[src/rtl/pixel_frame_sequencer.sv]
// Erase/expose/convert sequencer for the pixel array and ramp ADC; phase strobes are registered and appear one cycle after the deciding edge.
// Row words are then streamed one at a time; outValid holds its word until outReady, and no further row is read while it waits.
module pixel_frame_sequencer #(
    parameter int rows           = 2,
    parameter int columns        = 2,
    parameter int ERASE_CYCLES   = 5,
    parameter int CONVERT_CYCLES = 255
) (
    input  logic                                  clk,
    input  logic                                  reset,
    input  logic                                  start,
    input  logic [7:0]                            expose_cycles,
    input  logic [8*columns-1:0]                  pixData,
    output logic                                  erase,
    output logic                                  expose,
    output logic                                  convert,
    output logic                                  read,
    output logic [rows-1:0]                       readArray,
    output logic [8*columns-1:0]                  outData,
    output logic [((rows > 1) ? $clog2(rows) : 1)-1:0] outRow,
    output logic                                  outValid,
    input  logic                                  outReady,
    output logic                                  busy,
    output logic                                  frameDone
);

    localparam int RW   = (rows > 1) ? $clog2(rows) : 1;
    localparam int DW   = 8 * columns;
    localparam int MAXP = (ERASE_CYCLES > CONVERT_CYCLES) ? ERASE_CYCLES : CONVERT_CYCLES;
    localparam int CW   = ($clog2(MAXP + 1) > 8) ? $clog2(MAXP + 1) : 8;

    typedef enum logic [2:0] {
        S_IDLE,
        S_ERASE,
        S_EXPOSE,
        S_CONVERT,
        S_RDSEL,
        S_HOLD
    } state_t;

    state_t          state_q, state_d;
    logic [CW-1:0]   cnt_q, cnt_d;
    logic [7:0]      exp_q, exp_d;
    logic [RW-1:0]   row_q, row_d;

    logic            erase_q, erase_d;
    logic            expose_q, expose_d;
    logic            convert_q, convert_d;
    logic            read_q, read_d;
    logic [rows-1:0] ra_q, ra_d;
    logic [DW-1:0]   data_q, data_d;
    logic [RW-1:0]   orow_q, orow_d;
    logic            valid_q, valid_d;
    logic            busy_q, busy_d;

    logic            last_row;
    logic            handshake;

    assign last_row  = (row_q == RW'(rows - 1));
    assign handshake = (state_q == S_HOLD) && outReady;

    // Phase sequencing: one down-counter, reloaded with the length of each phase as it is entered.
    always_comb begin
        state_d = state_q;
        cnt_d   = cnt_q;
        exp_d   = exp_q;
        row_d   = row_q;
        unique case (state_q)
            S_IDLE: begin
                if (start) begin
                    state_d = S_ERASE;
                    cnt_d   = CW'(ERASE_CYCLES - 1);
                    exp_d   = (expose_cycles == 8'd0) ? 8'd1 : expose_cycles;
                    row_d   = '0;
                end
            end
            S_ERASE: begin
                if (cnt_q == '0) begin
                    state_d = S_EXPOSE;
                    cnt_d   = CW'(exp_q) - CW'(1);
                end else begin
                    cnt_d = cnt_q - CW'(1);
                end
            end
            S_EXPOSE: begin
                if (cnt_q == '0) begin
                    state_d = S_CONVERT;
                    cnt_d   = CW'(CONVERT_CYCLES - 1);
                end else begin
                    cnt_d = cnt_q - CW'(1);
                end
            end
            S_CONVERT: begin
                if (cnt_q == '0) begin
                    state_d = S_RDSEL;
                end else begin
                    cnt_d = cnt_q - CW'(1);
                end
            end
            S_RDSEL: begin
                state_d = S_HOLD;
            end
            S_HOLD: begin
                if (outReady) begin
                    if (last_row) begin
                        state_d = S_IDLE;
                        row_d   = '0;
                    end else begin
                        state_d = S_RDSEL;
                        row_d   = row_q + RW'(1);
                    end
                end
            end
            default: begin
                state_d = S_IDLE;
            end
        endcase
    end

    // Outputs are decoded from the next state so every strobe leaves a flop.
    always_comb begin
        erase_d   = (state_d == S_ERASE);
        expose_d  = (state_d == S_EXPOSE);
        convert_d = (state_d == S_CONVERT);
        read_d    = (state_d == S_RDSEL);
        valid_d   = (state_d == S_HOLD);
        busy_d    = (state_d != S_IDLE);
        ra_d      = '0;
        for (int i = 0; i < rows; i++) begin
            if (read_d && (row_d == RW'(i))) begin
                ra_d[i] = 1'b1;
            end
        end
        data_d = data_q;
        orow_d = orow_q;
        if (state_q == S_RDSEL) begin
            data_d = pixData;
            orow_d = row_q;
        end else if (state_d == S_IDLE) begin
            data_d = '0;
            orow_d = '0;
        end
    end

    always_ff @(posedge clk) begin
        if (reset) begin
            state_q   <= S_IDLE;
            cnt_q     <= '0;
            exp_q     <= '0;
            row_q     <= '0;
            erase_q   <= 1'b0;
            expose_q  <= 1'b0;
            convert_q <= 1'b0;
            read_q    <= 1'b0;
            ra_q      <= '0;
            data_q    <= '0;
            orow_q    <= '0;
            valid_q   <= 1'b0;
            busy_q    <= 1'b0;
        end else begin
            state_q   <= state_d;
            cnt_q     <= cnt_d;
            exp_q     <= exp_d;
            row_q     <= row_d;
            erase_q   <= erase_d;
            expose_q  <= expose_d;
            convert_q <= convert_d;
            read_q    <= read_d;
            ra_q      <= ra_d;
            data_q    <= data_d;
            orow_q    <= orow_d;
            valid_q   <= valid_d;
            busy_q    <= busy_d;
        end
    end

    assign erase     = erase_q;
    assign expose    = expose_q;
    assign convert   = convert_q;
    assign read      = read_q;
    assign readArray = ra_q;
    assign outData   = data_q;
    assign outRow    = orow_q;
    assign outValid  = valid_q;
    assign busy      = busy_q;
    // Combinational so the pulse lands in the same cycle as the final handshake.
    assign frameDone = handshake && last_row;

endmodule
[config.mk]
export PLATFORM = sky130hd
export DESIGN_NAME = pixel_frame_sequencer
export DESIGN_NICKNAME = d
export VERILOG_FILES = /design/src/rtl/pixel_frame_sequencer.sv
export SDC_FILE = /design/constraint.sdc
export NUM_CORES = 1
export LEC_CHECK = 0
export BUFFER_PORTS_ARGS = -buffer_cell sky130_fd_sc_hd__buf_2
export CAP_MARGIN = 20
export CORE_MARGIN = 10
export CORE_UTILIZATION = 30
export DETAILED_ROUTE_END_ITERATION = 6
export PLACE_DENSITY = 0.6
export SLEW_MARGIN = 10
export SYNTH_ARGS = -nofsm -noshare
export SYNTH_HDL_FRONTEND = slang
export SYNTH_SLANG_ARGS = --single-unit
[constraint.sdc]
create_clock -name clk -period 2.3 [get_ports clk]
set_input_delay 0.345 -clock clk [delete_from_list [all_inputs] [get_ports clk]]
set_output_delay 0.345 -clock clk [all_outputs]
set_load 0.02 [all_outputs]
Word level (Yosys, flattened, before mapping)
Index checks and enable logic that the tools add are counted.
{"block": "op_classes", "addsub": 3, "eq_ne": 12, "muxes": 23, "n_bitwise": 1, "reduce_logical": 13}
{"cell": "8-bit two-way mux", "count": 5}
{"cell": "16-bit two-way mux", "count": 2}
{"cell": "8-bit one-hot mux with 4 select lines", "count": 1}
{"cell": "3-bit two-way mux", "count": 6}
{"cell": "3-bit one-hot mux with 6 select lines", "count": 1}
{"cell": "8-bit zero test", "count": 2}
{"cell": "8-bit by 1-bit subtractor with 8-bit output (second input constant)", "count": 2}
{"cell": "3-bit by 2-bit equality test with 1-bit output (second input constant)", "count": 4}
{"cell": "3-bit equality test (second input constant)", "count": 4}
{"cell": "1-bit two-way mux", "count": 7}
{"cell": "3-bit by 1-bit equality test with 1-bit output (second input constant)", "count": 2}
{"cell": "3-bit zero test", "count": 2}
{"cell": "1-bit logical AND", "count": 4}
{"cell": "2-bit inequality test (second input constant)", "count": 2}
{"cell": "4-bit nonzero test", "count": 1}
{"cell": "3-bit AND reduction", "count": 1}
{"cell": "3-bit nonzero test", "count": 1}
{"cell": "1-bit one-hot mux with 2 select lines", "count": 1}
{"cell": "2-bit AND reduction", "count": 1}
{"cell": "2-bit nonzero test", "count": 1}
{"cell": "1-bit adder (second input constant)", "count": 1}
{"cell": "1-bit NOT", "count": 1}
{"block": "word_totals", "ff_bits": 45, "inputBits": 28, "output_inout_bits": 26, "wordCells": 65}

Longest topological paths before layout
{"block": "depth", "depth_word": 7, "depth_mapped": 7, "ltp_nobuf": 7}

Least setup slack after synthesis
Ideal clock, no wire load.
{"block": "synth_timing", "kind": "flip-flop to flip-flop", "from": "reg cnt_q[0]", "to": "reg ra_q[0] (netlist: readArray[0])", "arrival_time_ns": 2.053, "setup_slack_ns": 0.188, "path_stages_with_launch": 8, "n_path_buf": 0, "period_less_slack_ns": 2.112, "path_cell_list": "dfxtp_1 -> inv_1 -> ha_1 -> or3b_4 -> or3_4 -> a221o_1 -> a211oi_2 -> and2_1"}
{"block": "synth_via", "elab_chain_cells": 6, "elab_cells_between_ends": 8, "cone_classes": "eq/ne (1); mux (5); reduce/logical (2)"}
{"element": "from (decl)", "line": "42", "text": "logic [CW-1:0] cnt_q, cnt_d;"}
{"element": "from (signal assigned)", "line": "162", "text": "cnt_q <= cnt_d;"}
{"element": "8-bit zero test (*)", "line": "78, 86, 94"}
{"element": "3-bit two-way mux, on equally long branches", "line": "94, 78, 86"}
{"element": "3-bit one-hot mux with 6 select lines (*)", "line": "68", "text": "unique case (state_q)"}
{"element": "3-bit equality test (*)", "line": "125", "text": "read_d = (state_d == S_RDSEL);"}
{"element": "1-bit logical AND (*)", "line": "130", "text": "if (read_d && (row_d == RW'(i))) begin"}
{"element": "1-bit two-way mux (*)", "line": "130"}
{"element": "to (signal assigned)", "line": "169", "text": "ra_q <= ra_d;"}
{"element": "to (decl)", "line": "50", "text": "logic [rows-1:0] ra_q, ra_d;"}
Mark *: on every way between the ends. The rest lies on a longest branch, timed or not.
A chain may end at the register's enable or synchronous reset.

Final worst setup path
{"block": "layout_timing", "from": "reg cnt_q[1]", "to": "reg ra_q[1] (netlist: readArray[1])"}
The elaborated chain is that of the path after synthesis.

==> metrics.md <==
| Metric | Value |
|---|---|
| Status | `finished, final reports clean` |
| Boundary Pins | `54` |
| Hold_buf cts | `0` |
| Fmax | `0.452 GHz` |
| Final GP Congestion | `0.850` |
| Clock Path Buffers | `2` |
| Hold Vio Cnt, Final | `0` |
| Yosys reg bits | `45` |
| Vias per cell | `5.24` |
| Antenna cells | `0` |
| Total GRT Usage | `10.7%` |
| Most frequent cells after synthesis | `45 x dfxtp_1, 27 x nand2_1, 19 x a21oi_1, 18 x a22o_1` |
| Latest clock arrival within the worst-skew pair | `0.30 ns` |
| Area after DPL | `2460 sq um` |
| Largest area contributor in the netlist | `dfxtp_1` |
| Crit-path slowest cell | `or3_4` |
| Synth Instances | `232` |
| Initial DRC count | `180` |
| Vias | `2000` |
| Largest net degree at the start of global routing | `20` |
| Slew Limit Fails | `0` |
| Startpoint Class | `flip-flop` |
| PnR worst setup slack | `0.0878 ns` |
| DPL Wire Length | `4.29 mm` |
| Clock Tree Root | `clkbuf_8` |
| Post-synth ARST share | `0%` |
| Overall power | `3060 uW` |
| Core area | `6420 sq um` |
| Worst setup EP type | `flip-flop` |
| Clk pin slew, worst setup/hold paths | `0.09 ns` |
| Slew HR | `56.8%` |
| Post-route cell area | `2630 sq um` |
| PwrDens | `1170 nW/um^2` |
| Seq/Total Area, Yosys | `45.1%` |
| Row Count | `29` |
| Drt drc | `0` |
| Met1 Wirelength | `2.43 mm` |
| Final net count | `335` |
| WHS Path Cells | `2` |
| Met3 WL | `332 microns` |
| Top cells by area, synth | `dfxtp_1 45%, a22o_1 7.9%, nand2_1 5.1%, a21oi_1 4.8%, o21ai_0 3.8%` |
| Primary FF master, synth | `dfxtp_1` |
| Final worst path period share | `96.2%` |
| Max Cap Viol | `0` |
| EDFF count, synth | `0` |
| Critical Path RT | `2.55 ns` |
| Antenna-violating nets left | `0` |
| Clock skew | `0.00380 ns` |
| Post-Syn Area | `2000 sq um` |
| Top sig layer | `met4` |
| R2R Setup Slk | `0.09 ns` |
| DIE AREA | `10300 sq um` |
| Yosys warns | `0` |
| CP arrival | `2.46 ns` |
| Hold Path End | `outData[4]` |
| Met2 wire len | `2.80 mm` |
| Die height | `102 microns` |
| Static Leak | `0.00118 uW` |
| Gr ovfl total | `0` |
| WL/cell | `14.8 microns` |
| Worst hold start | `pixData[4]` |
| Hold Path Class | `input port to flip-flop` |
| First-pass GRT wire length | `9.05 mm` |
| Top delay family on crit path | `simple AND/OR/NAND/NOR gates` |
| Die X | `102 microns` |
| CTS H-tree lvls | `2` |
| Critical-path cell list | `inv_2, ha_4, or3b_4, or3_4, a221o_1, a211oi_2, and2b_1` |
| Post-Route Setup TNS | `0 ns` |
| FF-to-FF Start | `cnt_q[1]` |
| CTS sink cnt | `45` |
| Syn nets | `263` |
| Most common cell in the synthesized netlist | `dfxtp_1` |
| Crit-path max cell delay | `0.42 ns` |
| Min Clock Period, post-route | `2.21 ns` |
| CTS tree | `yes` |
| Proportion of layout cells with a drive suffix above 1 | `31.1%` |
| Layout area overhead | `31.4%` |
| Router iterations before antenna repair | `5` |
| Mapped Avg Cell Area | `8.62 sq um` |
| R2R depth | `7` |
| Max Fanout on Critical Path | `5` |
| Setup violators final | `0` |
| WS Path Type | `flip-flop to flip-flop` |
| Buf/Inv on CP | `1` |
| Effective utilization at floorplan | `31.1%` |
| Port Buffers | `53` |
| Antenna violations before repair | `0` |
| Total CTS buffers | `5` |
| Post-place setup slack | `0.0252 ns` |
| Hold Slack | `0.248 ns` |
| Number of global-route vias before repair | `1901` |
| Reg-to-Reg End | `readArray[1]` |
| Peak VDD IR | `0.556 mV` |
| Worst-margin pin slew | `0.646 ns` |
| Synth cell types | `43` |
| Post-synth top area share | `45.1%` |
| Final wirelength | `5.65 mm` |
[flip-flops by register name, summed over array words and instances (netlist names), 2 cells and up]
name / flops
outData: 16
exp_q: 8
cnt_q: 8
state_q: 3
readArray: 2
[worst reg2reg max path: cells and delay by family (launching register included)]
kind | cells | cell delay (ns)
AOI/OAI and AO/OA | 2 | 0.61
adders and majority gates | 1 | 0.14
buffers and inverters | 1 | 0.08
DFF | 1 | 0.37
and+or+nand+nor | 3 | 0.96
[worst max path at each step]
stage	startpoint	endpoint	slack [ns]	depth (start not counted)
6_report	cnt_q[1]	readArray[1]	0.09	7
5_1_grt	cnt_q[1]	readArray[1]	-0.01	7
4_1_cts	cnt_q[0]	readArray[1]	0.03	7
3_5_place_dp	cnt_q[0]	readArray[1]	0.03	7
3_3_place_gp	cnt_q[0]	readArray[0]	0.07	7
2_1_floorplan	cnt_q[0]	readArray[0]	0.19	7
[cell usage in the layout (no fill, tap or decap), drive strengths merged, types with 2 or more instances in the layout]
cell and instances:
dfxtp 45, or3b 2, nor3b 3, a21o 2, a21oi 19, nor4 4
xor2 2, a22o 18, nor2 15, nor2b 2, or3 4, o22ai 2
inv 9, nor3 11, or4 4, ha 3, nand2 27, a211oi 4
clkbuf 6, a31oi 3, nand3 7, buf 75, o21ai 15, nand2b 2
and3 2, o211ai 2, xnor2 4
[kinds of logic (layout without fill, tap and decap cells)]
group | count (synthesis) | in the layout | synth area share (%)
AO/OA/AOI/OAI | 72 | 72 | 24.2
XOR/XNOR | 6 | 6 | 2.63
adder cells (fa/ha/maj) | 3 | 3 | 1.88
buffers and inverters | 19 | 92 | 3.63
flip-flops | 45 | 45 | 45.1
multiplexers | 1 | 1 | 0.563
AND/OR/NAND/NOR | 86 | 86 | 22.0
[area by class of cell]
cell class | instances | area [sq um]
Fill cell | 671 | 3800
Multi-Input combinational cell | 168 | 1040
Sequential cell | 45 | 906
Timing Repair Buffer | 75 | 434
Tap cell | 77 | 96.3
Clock buffer | 6 | 72.6
Clock inverter | 2 | 38.8
Inverter | 9 | 33.8
[routing by layer]
metal	global-route usage, %	vias to the layer above
li1	-	991
met1	12.9	928
met2	17.8	71
met3	2.93	10
met4	3.74	0
met5	0	-
[what timing repair did]
action                     CTS  global route
pin swaps                    1             4
buffers inserted             0             5
setup endpoints to repair    2             2
resized for setup            0             7
[where the power goes]
group | internal, uW | switching [uW] | total [uW]
Clock | 326 | 281 | 608
Sequential | 895 | 102 | 996
Combinational | 661 | 799 | 1460
[through the flow]
stage	utilization (%)	cells
after floorplan	-	232
after global placement	38.1	368
after detailed placement	38.3	369
after CTS	40.0	377
after global routing	40.9	382
final	40.9	382
No activity file was read; power rests on OpenSTA's default activity.
